==> src/rtl/mem_stage.sv <==
`default_nettype none
// ============================================================================
// Module   : mem_stage
// Purpose  : EX/MEM pipeline register, data-SRAM load/store handshake and
//            load-data alignment; drives the MEM/WB and ID forwarding buses.
// Revision : 1.0
// ============================================================================
module mem_stage #(
    parameter int EX_TO_MEM_WD = 106,
    parameter int MEM_TO_WB_WD = 70,
    parameter int STALL_BUS    = 6
) (
    input  logic                    clk,
    input  logic                    rst,
    input  logic [STALL_BUS-1:0]    stall,
    input  logic [EX_TO_MEM_WD-1:0] ex_to_mem_bus,
    output logic                    data_sram_en,
    output logic [3:0]              data_sram_wen,
    output logic [31:0]             data_sram_addr,
    output logic [31:0]             data_sram_wdata,
    input  logic                    data_sram_data_ok,
    input  logic [31:0]             data_sram_rdata,
    output logic                    stallreq_mem,
    output logic [MEM_TO_WB_WD-1:0] mem_to_wb_bus,
    output logic [37:0]             mem_to_id
);

    localparam logic [1:0] c_st_idle = 2'd0;
    localparam logic [1:0] c_st_wait = 2'd1;
    localparam logic [1:0] c_st_done = 2'd2;

    localparam logic [3:0] c_op_lb  = 4'b1000;
    localparam logic [3:0] c_op_lbu = 4'b1001;
    localparam logic [3:0] c_op_lh  = 4'b1010;
    localparam logic [3:0] c_op_lhu = 4'b1011;
    localparam logic [3:0] c_op_lw  = 4'b1100;
    localparam logic [3:0] c_op_sb  = 4'b1101;
    localparam logic [3:0] c_op_sh  = 4'b1110;
    localparam logic [3:0] c_op_sw  = 4'b1111;

    logic [EX_TO_MEM_WD-1:0] r_bus;
    logic [1:0]              r_state;
    logic [1:0]              w_state_nxt;
    logic [31:0]             r_rdata;

    logic [31:0] w_pc;
    logic [3:0]  w_op;
    logic        w_rf_we;
    logic [4:0]  w_rf_waddr;
    logic [31:0] w_alu;
    logic [31:0] w_sdata;
    logic [1:0]  w_a;
    logic        w_advance;
    logic        w_bubble;
    logic        w_acc;
    logic        w_is_load;
    logic        w_en;
    logic        w_fwd_we;
    logic [7:0]  w_byte;
    logic [15:0] w_half;
    logic [31:0] w_rf_wdata;
    logic [3:0]  w_wen;
    logic [31:0] w_wdata;
    logic        w_unused_stall;

    assign w_pc       = r_bus[105:74];
    assign w_op       = r_bus[73:70];
    assign w_rf_we    = r_bus[69];
    assign w_rf_waddr = r_bus[68:64];
    assign w_alu      = r_bus[63:32];
    assign w_sdata    = r_bus[31:0];
    assign w_a        = w_alu[1:0];

    assign w_advance      = ~stall[3];
    assign w_bubble       = stall[3] & ~stall[4];
    assign w_unused_stall = &{1'b0, stall[STALL_BUS-1:5], stall[2:0]};

    always_ff @(posedge clk) begin
        if (rst || w_bubble) begin
            r_bus <= '0;
        end else if (w_advance) begin
            r_bus <= ex_to_mem_bus;
        end
    end

    // Only 1xxx encodings touch memory; 1101..1111 are stores.
    assign w_acc     = w_op[3];
    assign w_is_load = w_acc && (w_op[2:0] <= 3'b100);
    assign w_en      = w_acc && ((r_state == c_st_idle) || (r_state == c_st_wait));

    always_comb begin
        w_state_nxt = r_state;
        case (r_state)
            c_st_idle: if (w_acc) w_state_nxt = data_sram_data_ok ? c_st_done : c_st_wait;
            c_st_wait: if (data_sram_data_ok) w_state_nxt = c_st_done;
            c_st_done: w_state_nxt = c_st_done;
            default:   w_state_nxt = c_st_idle;
        endcase
        // A fresh instruction or bubble entering the register restarts the handshake.
        if (w_advance || w_bubble) begin
            w_state_nxt = c_st_idle;
        end
    end

    always_ff @(posedge clk) begin
        if (rst) begin
            r_state <= c_st_idle;
        end else begin
            r_state <= w_state_nxt;
        end
    end

    always_ff @(posedge clk) begin
        if (rst) begin
            r_rdata <= '0;
        end else if (w_en && data_sram_data_ok) begin
            r_rdata <= data_sram_rdata;
        end
    end

    always_comb begin
        w_wen   = 4'b0000;
        w_wdata = 32'd0;
        case (w_op)
            c_op_sb: begin
                w_wen   = 4'b0001 << w_a;
                w_wdata = {4{w_sdata[7:0]}};
            end
            c_op_sh: begin
                w_wen   = w_a[1] ? 4'b1100 : 4'b0011;
                w_wdata = {2{w_sdata[15:0]}};
            end
            c_op_sw: begin
                w_wen   = 4'b1111;
                w_wdata = w_sdata;
            end
            default: ;
        endcase
    end

    always_comb begin
        w_byte = r_rdata[7:0];
        case (w_a)
            2'd0:    w_byte = r_rdata[7:0];
            2'd1:    w_byte = r_rdata[15:8];
            2'd2:    w_byte = r_rdata[23:16];
            default: w_byte = r_rdata[31:24];
        endcase
        w_half = w_a[1] ? r_rdata[31:16] : r_rdata[15:0];
        case (w_op)
            c_op_lb:  w_rf_wdata = {{24{w_byte[7]}}, w_byte};
            c_op_lbu: w_rf_wdata = {24'd0, w_byte};
            c_op_lh:  w_rf_wdata = {{16{w_half[15]}}, w_half};
            c_op_lhu: w_rf_wdata = {16'd0, w_half};
            c_op_lw:  w_rf_wdata = r_rdata;
            default:  w_rf_wdata = w_alu;
        endcase
    end

    // Loads must not forward until the returned data has been captured.
    assign w_fwd_we = w_rf_we && !(w_is_load && (r_state != c_st_done));

    assign data_sram_en    = w_en;
    assign data_sram_wen   = w_en ? w_wen : 4'b0000;
    assign data_sram_addr  = w_alu;
    assign data_sram_wdata = w_wdata;
    assign stallreq_mem    = w_acc && (r_state != c_st_done);
    assign mem_to_wb_bus   = {w_pc, w_rf_we, w_rf_waddr, w_rf_wdata};
    assign mem_to_id       = {w_fwd_we, w_rf_waddr, w_rf_wdata};

endmodule
`default_nettype wire

==> config.mk <==
export PLATFORM = sky130hd
export DESIGN_NAME = mem_stage
export DESIGN_NICKNAME = d
export VERILOG_FILES = /design/src/rtl/mem_stage.sv
export SDC_FILE = /design/constraint.sdc
export NUM_CORES = 1
export LEC_CHECK = 0
export BUFFER_PORTS_ARGS = -buffer_cell sky130_fd_sc_hd__buf_2
export CAP_MARGIN = 25
export CORE_MARGIN = 2
export CORE_UTILIZATION = 45
export DETAILED_ROUTE_END_ITERATION = 12
export PLACE_DENSITY = 0.78
export SYNTH_ARGS = -nofsm -noshare
export SYNTH_HDL_FRONTEND = slang
export SYNTH_SLANG_ARGS = --single-unit
==> constraint.sdc <==
create_clock -name clk -period 2.9 [get_ports clk]
set_input_delay 0.58 -clock clk [delete_from_list [all_inputs] [get_ports clk]]
set_output_delay 0.58 -clock clk [all_outputs]
set_load 0.1 [all_outputs]
# Yosys cells after proc, flatten, opt, wreduce, memory -nomap -nowiden
# Cells that the tools add are included.
# op_classes
shift	1
muxes	11
bitwise	3
eq_ne	15
magnitude_cmp	1
reduce_logical	14
# op_table
cell	count
case mux 32 bit (5 select lines)	1
case mux 32 bit (3 select lines)	1
equality test 4 bit, second input constant	8
case mux 8 bit (3 select lines)	1
two-way mux 16 bit	1
case mux 4 bit (3 select lines)	1
two-way mux 4 bit	2
logical AND 1 bit	6
two-way mux 2 bit	3
!= test 2 bit, second input constant	3
case mux 2 bit (3 select lines)	1
equality test 2 x 1 -> 1 bit, second input constant	2
equality test 2 bit, second input constant	2
zero test 2 bit	2
<< shifter 1 x 2 -> 4 bit, first input constant	1
less-or-equal comparator 3 bit, second input constant	1
logical OR 1 bit	3
NOT 1 bit	2
AND reduction 2 bit	1
OR reduction 2 bit	1
bitwise AND 1 bit	1
zero test 1 bit	1
# word_totals
out_inout_bits	178
in_bits	147
register_bits	140

# Logic depth before layout (Yosys ltp)
# Gate-level depths: netlist of run 1.
# depth
depth_word	5
depth_mapped	8
depth_no_buf	6

# Least setup slack after synthesis of run 1
# No wires, ideal clock.
# synth_timing
path_kind	register -> output
start	register r_bus[70]
end	output mem_to_wb_bus[0]
stages_incl_launch_ff	8
t_arrival_ns	4.033
path_buffers	3
setup_slack_ns	-1.713
required_ns	2.320
path_cell_list	dfxtp_1 -> buf_2 -> nor4bb_1 -> buf_2 -> a41o_2 -> a221oi_1 -> a221oi_1 -> buf_4
# synth_via
elab_chain_cells	2
# synth_lines
item	line_no	rtl
start, declared	41	logic [EX_TO_MEM_WD-1:0] r_bus;
start signal, assigned	82	r_bus <= ex_to_mem_bus;
equality test 4 bit	150	case (w_op)
case mux 32 bit (5 select lines) *	150	
end, declared	24	output logic [MEM_TO_WB_WD-1:0] mem_to_wb_bus,
# Every way passes the cells marked *; elsewhere a longest branch is shown, timed or not.

# Worst setup path in the final report of run 1
# layout_timing
start	register r_bus[33]
end	output mem_to_wb_bus[20]
# layout_via
elab_chain_cells	3
# layout_lines
item	line_no	rtl
equality test 2 bit (tied with other cells)	143	case (w_a)
case mux 8 bit (3 select lines)	143	
case mux 32 bit (5 select lines) *	150	
# Marks and branches as above.

==> flow_metrics.py, run 1 <==
metrics = {
    "clocking": {
        "hold_buffers": 0,
        "path_clk_slew_ns": 0.06,
        "clkLatencyLatePin_ns": 0.42,
        "htree_levels": 4,
        "cts_buffers": 17,
        "cts_tree": "built",
        "cts_num_sinks": 140,
        "root_buffer": "clkbuf_16",
        "clockBufferDepth": 2,
    },
    "sta": {
        "fmaxAchievable_mhz": 353.6,
        "slew_headroom_pct": 57.71,
        "period_needed_ns": 2.828,
        "setup_violations": 0,
        "hold_violations": 0,
        "drv_slew": 0,
        "rsz0062_at_grt": "true",
        "tightestPinTransition_ns": 0.6344,
        "clock_skew_ns": 0.005879,
        "final.period_utilization_pct": 97.52,
        "setup_slack_ns": 0.07190,
    },
    "drt": {
        "drtIter0Drc": 444,
        "first_pass_iters": 6,
        "drc": 0,
        "num_vias": 6553,
        "wl_per_cell_um": 17.97,
        "drtAntennaViolNets": 0,
        "routed_wl_um": 22500,
        "viasPerCell": 5.234,
    },
    "global_routing": {
        "grt_overflow_total": 0,
        "grt_max_degree": 47,
        "grt_pass1_wl_um": 34020,
        "first_global_vias": 6580,
        "antenna_found_initial": 1,
        "grt_usage_pct": 26.09,
    },
    "die": {
        "rows": 46,
        "start_util_pct": 45.44,
        "dieArea_sq_um": 16890,
        "die_w_um": 130.0,
        "io_pins": 325,
        "core_sq_um": 15710,
        "die_h_um": 130.0,
    },
    "synthesis": {
        "async_flop_share_pct": 0,
        "synth_mux_area_share_pct": 18.66,
        "synth_edf_count": 0,
        "netlist_area_sq_um": 7139,
        "synth_nets": 966,
        "postSynthCellCount": 815,
        "synth_top_family_by_area": "multiplexers",
        "ys_top_cells_by_area": "dfxtp_1 (39%), mux2i_1 (16%), buf_4 (11%)",
        "synth_top_area_share_pct": 39.26,
        "yosysWarnings": 0,
        "synth_simple_gate_area_share_pct": 14.72,
        "synth_top_area_cell": "dfxtp_1",
        "syn_area_per_cell_sq_um": 8.760,
        "synthTopCellsByCount": "dfxtp_1 (140), nor2_1 (127), mux2i_1 (117)",
        "synth_fa_ha_area_share_pct": 0.7010,
        "yosysMostFrequentCell": "dfxtp_1",
        "yosysUniqueCellTypes": 43,
        "synth_top_flop_cell": "dfxtp_1",
        "ys_ff_latch": 140,
        "synth_compound_area_share_pct": 11.16,
        "seq_area_frac_synth_pct": 39.26,
        "synth_xor_area_share_pct": 0,
    },
    "finish": {
        "drive_gt1_share_pct": 44.58,
        "design_area_sq_um": 10710,
        "multi_input_area_sq_um": 3607,
        "layoutNonFillerInstCount": 1252,
        "ff_latch_area_sq_um": 2809,
        "area_delta_synth_final_pct": 50.03,
        "nFillCells": 1162,
        "nets": 1173,
        "postLayoutCoreUtil_pct": 68.17,
    },
    "worst_hold_path": {
        "worstHoldStart": "ex_to_mem_bus[69]",
        "worstHoldEndpoint": "r_bus[69]",
        "hold_path_class": "input pin to flip-flop",
        "hold_depth": 3,
    },
    "critical_path": {
        "crit_type": "flip-flop to output pin",
        "start_kind": "flip-flop",
        "endpoint_kind": "output pin",
        "r2r_start": "r_bus[73]",
        "rr_worst_depth": 6,
        "r2r_setup_slack_ns": 0.95,
        "cp.arrival_ns": 2.25,
        "crit_fanout": 16,
        "rr_endpoint": "r_rdata[11]",
        "required_ns": 2.32,
    },
    "placed_design": {
        "gp_congestion": 0.8853,
        "post_dp_cell_area_sq_um": 9978,
        "io_buffers": 320,
        "dp_slack_ns": 0.2766,
        "dp.cells": 1214,
        "place_hpwl_um": 17010,
    },
    "run_status": {
        "status": "completed",
    },
    "pwr": {
        "power_w": 0.005923,
        "powerDensity_nw_per_um2": 552.9,
        "p_leak_nw": 4.861,
        "vdd_drop_max_mv": 0.3999,
    },
    "flow_run": {
        "max-cap-violations": 0,
    },
}
[layout by cell type, fill, tap and decap left out, types with 3 or more instances in the layout]
cell	netlist	final
dfxtp_1	140	137
o21ai_2	0	8
a221o_2	0	11
buf_4	108	25
a21oi_4	0	12
buf_12	0	104
nand2_1	102	101
a22o_1	8	8
a22oi_2	1	4
nor2_2	0	3
inv_6	0	3
a221o_1	16	5
inv_1	8	8
a22oi_1	8	5
mux4_2	6	6
ha_1	4	4
buf_6	3	3
a221oi_2	0	5
nor2_1	127	124
clkbuf_16	0	17
buf_2	29	218
clkinv_4	0	3
nor2b_2	0	10
o21ai_0	14	6
mux2i_1	117	117
a21oi_1	52	40
[worst max-delay path: stages (launching register included)]
cell and delay [ns]:
dfxtp_4 0.40, mux2_2 0.37, a22oi_2 0.20, a21oi_2 0.11, buf_6 0.17, a221o_1 0.37
buf_12 0.21
[sequential cells by signal (all words and copies together) (netlist names)]
register  flops
r_bus       106
r_state       2
r_rdata      32
[per-stage QoR]
| step | hold slack [ns] | setup TNS (ns) |
|---|---|---|
| detailed placement | 0.4639 | 0 |
| global route | 0.3825 | -0.01730 |
| CTS | 0.3797 | 0 |
| floorplan | 0.4466 | -1.672 |
| finish | 0.3877 | 0 |
| global placement | 0.4560 | 0 |
[repair_timing]
action,CTS,global route
gates resized for setup,12,12
gates cloned,0,0
pin swaps,2,2
buffers inserted,3,2
endpoints found under the setup margin,78,56
[report_power, final]
group          leakage, nW  internal, W  switching (W)
combinational         3.43     0.000507        0.00118
sequential            1.15      0.00201      0.0000716
clock                0.280      0.00129       0.000859
total                 4.86      0.00381        0.00212
[worst max path at each step]
stage          startpoint            endpoint  cells past startpoint
3_5_place_dp    r_bus[70]  data_sram_wdata[3]                      5
5_1_grt         r_bus[33]       mem_to_id[12]                      6
3_3_place_gp    r_bus[33]       mem_to_id[16]                      6
2_1_floorplan  r_state[0]    data_sram_wen[0]                      5
6_report        r_bus[33]   mem_to_wb_bus[20]                      6
4_1_cts         r_bus[32]       mem_to_id[15]                      6
[layer usage]
metal	global-route usage, %	wire length, um
met5	0	13
met1	30.14	8576
met2	45.52	11310
met4	10.50	776
met3	7.462	1819
[area by class of cell]
cell class / instances / share of cell area (%)
repair buffers: 351 / 31.83
clock buffers: 19 / 4.135
well taps: 216 / 2.523
flip-flops and latches: 140 / 26.22
diodes: 2 / 0.04672
inverters: 8 / 0.2803
multi-input cells: 504 / 33.68
clock inverters: 12 / 1.285
[logic make-up (layout without fill, tap and decap cells)]
logic type	count (synthesis)	count (layout)
and+or+nand+nor	257	257
other	0	2
buffers and inverters	171	390
adders and majority gates	4	4
muxes	125	125
DFF	140	140
AOI/OAI and AO/OA	118	118
No activity file was read; power rests on OpenSTA's default activity.
==> run 2, diff against run 1 <==
--- a/config.mk
+++ b/config.mk
@@ -7,10 +7,12 @@
 export LEC_CHECK = 0
 export BUFFER_PORTS_ARGS = -buffer_cell sky130_fd_sc_hd__buf_2
 export CAP_MARGIN = 25
+export CELL_PAD_IN_SITES_DETAIL_PLACEMENT = 1
+export CELL_PAD_IN_SITES_GLOBAL_PLACEMENT = 1
 export CORE_MARGIN = 2
-export CORE_UTILIZATION = 45
+export CORE_UTILIZATION = 34
 export DETAILED_ROUTE_END_ITERATION = 12
-export PLACE_DENSITY = 0.78
+export PLACE_DENSITY = 0.82
 export SYNTH_ARGS = -nofsm -noshare
 export SYNTH_HDL_FRONTEND = slang
 export SYNTH_SLANG_ARGS = --single-unit
==> run 2 against run 1 <==
Against the previous run: clock-buffer cell count increased by 1; global-route usage decreased by 2.8 points; utilization decreased by 16 points; sequential power about the same; combinational power about the same; sequential share of layout area decreased by 0.25 points; largest power group unchanged; final area increased by 1.0%; first-iteration DRC count decreased by 19%.
==> flow_metrics.py, run 2 (synthesized netlist as in run 1, its figures left out) <==
metrics = {
    "run_status": {
        "status": "completed",
    },
    "finish": {
        "design_area_sq_um": 10820,
        "top_regs": "r_bus: 106 flops, r_rdata: 32 flops, r_state: 2 flops",
        "area_delta_synth_final_pct": 51.56,
        "nets": 1175,
        "max_flop_register": "r_bus",
        "layout_common_cells": "buf_2 (218), dfxtp_1 (136), nor2_1 (125)",
        "layoutNonFillerInstCount": 1317,
        "drive_gt1_share_pct": 44.65,
        "largest_reg_flops": 106,
        "final_common_cell": "buf_2",
    },
    "die": {
        "die_h_um": 148.9,
        "dieArea_sq_um": 22170,
        "start_util_pct": 34.29,
        "die_w_um": 148.9,
        "core_sq_um": 20820,
        "rows": 53,
        "io_pins": 325,
    },
    "critical_path": {
        "required_ns": 2.32,
        "critPathBufInv": 3,
        "cp_num_cells": 6,
        "endpoint_kind": "output pin",
        "crit_chain": "buf_4, inv_1, a41o_4, a22oi_1, a21oi_4, buf_12",
        "crit_type": "flip-flop to output pin",
        "cp.arrival_ns": 2.28,
        "rr_worst_depth": 7,
        "start_kind": "flip-flop",
        "slowest_stage": "a22oi_1",
        "max_stage_delay_ns": 0.46,
        "crit_family": "compound AO/OA/AOI/OAI gates",
        "crit_fanout": 15,
    },
    "drt": {
        "first_pass_iters": 4,
        "viasPerCell": 5.049,
        "routed_wl_um": 26870,
        "num_vias": 6650,
        "drc": 0,
        "drtIter0Drc": 360,
        "wl_per_cell_um": 20.40,
        "drtAntennaViolNets": 0,
    },
    "worst_hold_path": {
        "hold_depth": 3,
        "hold_path_class": "input pin to flip-flop",
    },
    "clocking": {
        "clockBufferDepth": 2,
        "cts_tree": "built",
        "hold_buffers": 0,
        "htree_levels": 4,
        "cts_buffers": 17,
        "cts_num_sinks": 140,
        "root_buffer": "clkbuf_16",
        "clkLatencyLatePin_ns": 0.42,
        "path_clk_slew_ns": 0.06,
    },
    "global_routing": {
        "grt_usage_pct": 23.27,
        "grt_max_degree": 59,
        "grt_overflow_total": 0,
        "grt_pass1_wl_um": 39630,
        "first_global_vias": 7052,
        "antenna_found_initial": 6,
    },
    "pwr": {
        "powerDensity_nw_per_um2": 553.6,
        "vdd_drop_max_mv": 0.3492,
        "power_w": 0.005991,
        "p_leak_nw": 4.878,
    },
    "flow_run": {
        "max-cap-violations": 0,
    },
    "placed_design": {
        "dp.cells": 1271,
        "place_hpwl_um": 20050,
        "gp_congestion": 0.8113,
        "post_dp_cell_area_sq_um": 10050,
        "io_buffers": 320,
    },
    "sta": {
        "drv_slew": 0,
        "whs_ns": 0.3852,
        "final.period_utilization_pct": 98.70,
        "slew_headroom_pct": 58.55,
        "period_needed_ns": 2.862,
        "tightestPinTransition_ns": 0.6218,
        "setup_violations": 0,
        "fmaxAchievable_mhz": 349.4,
        "hold_violations": 0,
        "clock_skew_ns": 0.009286,
    },
}
-- run 2: layout make-up --
type / count / area [sq um]
multi-input combinational: 504 / 3590
tap: 275 / 344.1
inverter: 8 / 30.03
sequential: 140 / 2810
clock inverter: 12 / 137.6
fill: 2346 / 10000
antenna: 5 / 12.51
timing repair buffer: 353 / 3450
clock buffer: 20 / 446.7
-- run 2: metrics by stage --
stage | util [%] | setup TNS (ns) | worst slack (ns)
global route | 51.96 | -0.1457 | -0.04599
finish | 51.96 | 0 | 0.03765
global placement | 48.13 | 0 | 0.2669
detailed placement | 48.26 | 0 | 0.2566
floorplan | - | -1.672 | -0.1907
CTS | 51.43 | 0 | 0.005423
-- run 2: power breakdown --
part           switching (W)  internal (W)  leakage, nW
logic                0.00120      0.000509         3.45
registers          0.0000794       0.00201         1.15
clock network       0.000894       0.00130        0.282
total                0.00217       0.00382         4.88
-- run 2: routing by layer --
metal	GRT usage [%]	up-vias	share of wire [%]	wire (um)
met4	7.667	2	2.1	560
li1	-	3081	-	-
met5	0	-	0.026	7
met3	7.156	40	7.4	1981
met2	41.87	253	52	14090
met1	26.11	3274	38	10230
-- run 2: path summary, 6_finish.rpt --
| check | slack, ns | startpoint | to |
|---|---|---|---|
| worst min-delay path | 0.39 | ex_to_mem_bus[86] | r_bus[86] |
| worst max register to register | 0.97 | r_state[0] | r_rdata[7] |
| worst max-delay path | 0.04 | r_bus[72] | mem_to_wb_bus[13] |
| worst min register to register | 0.49 | r_rdata[8] | r_rdata[8] |
-- run 2: timing repair --
item / CTS / global route
pin swaps: 2 / 2
hold endpoints to repair: 0 / 0
buffers inserted: 2 / 7
resized for setup: 16 / 7
endpoints found under the setup margin: 68 / 44
-- run 2: worst reg2reg max path: stages, from the launching register on --
cell and delay (ns):
dfxtp_1 0.34, inv_1 0.10, ha_1 0.20, o21a_1 0.23, and2_1 0.52, buf_16 0.23, nand2_1 0.07, a21oi_1 0.16
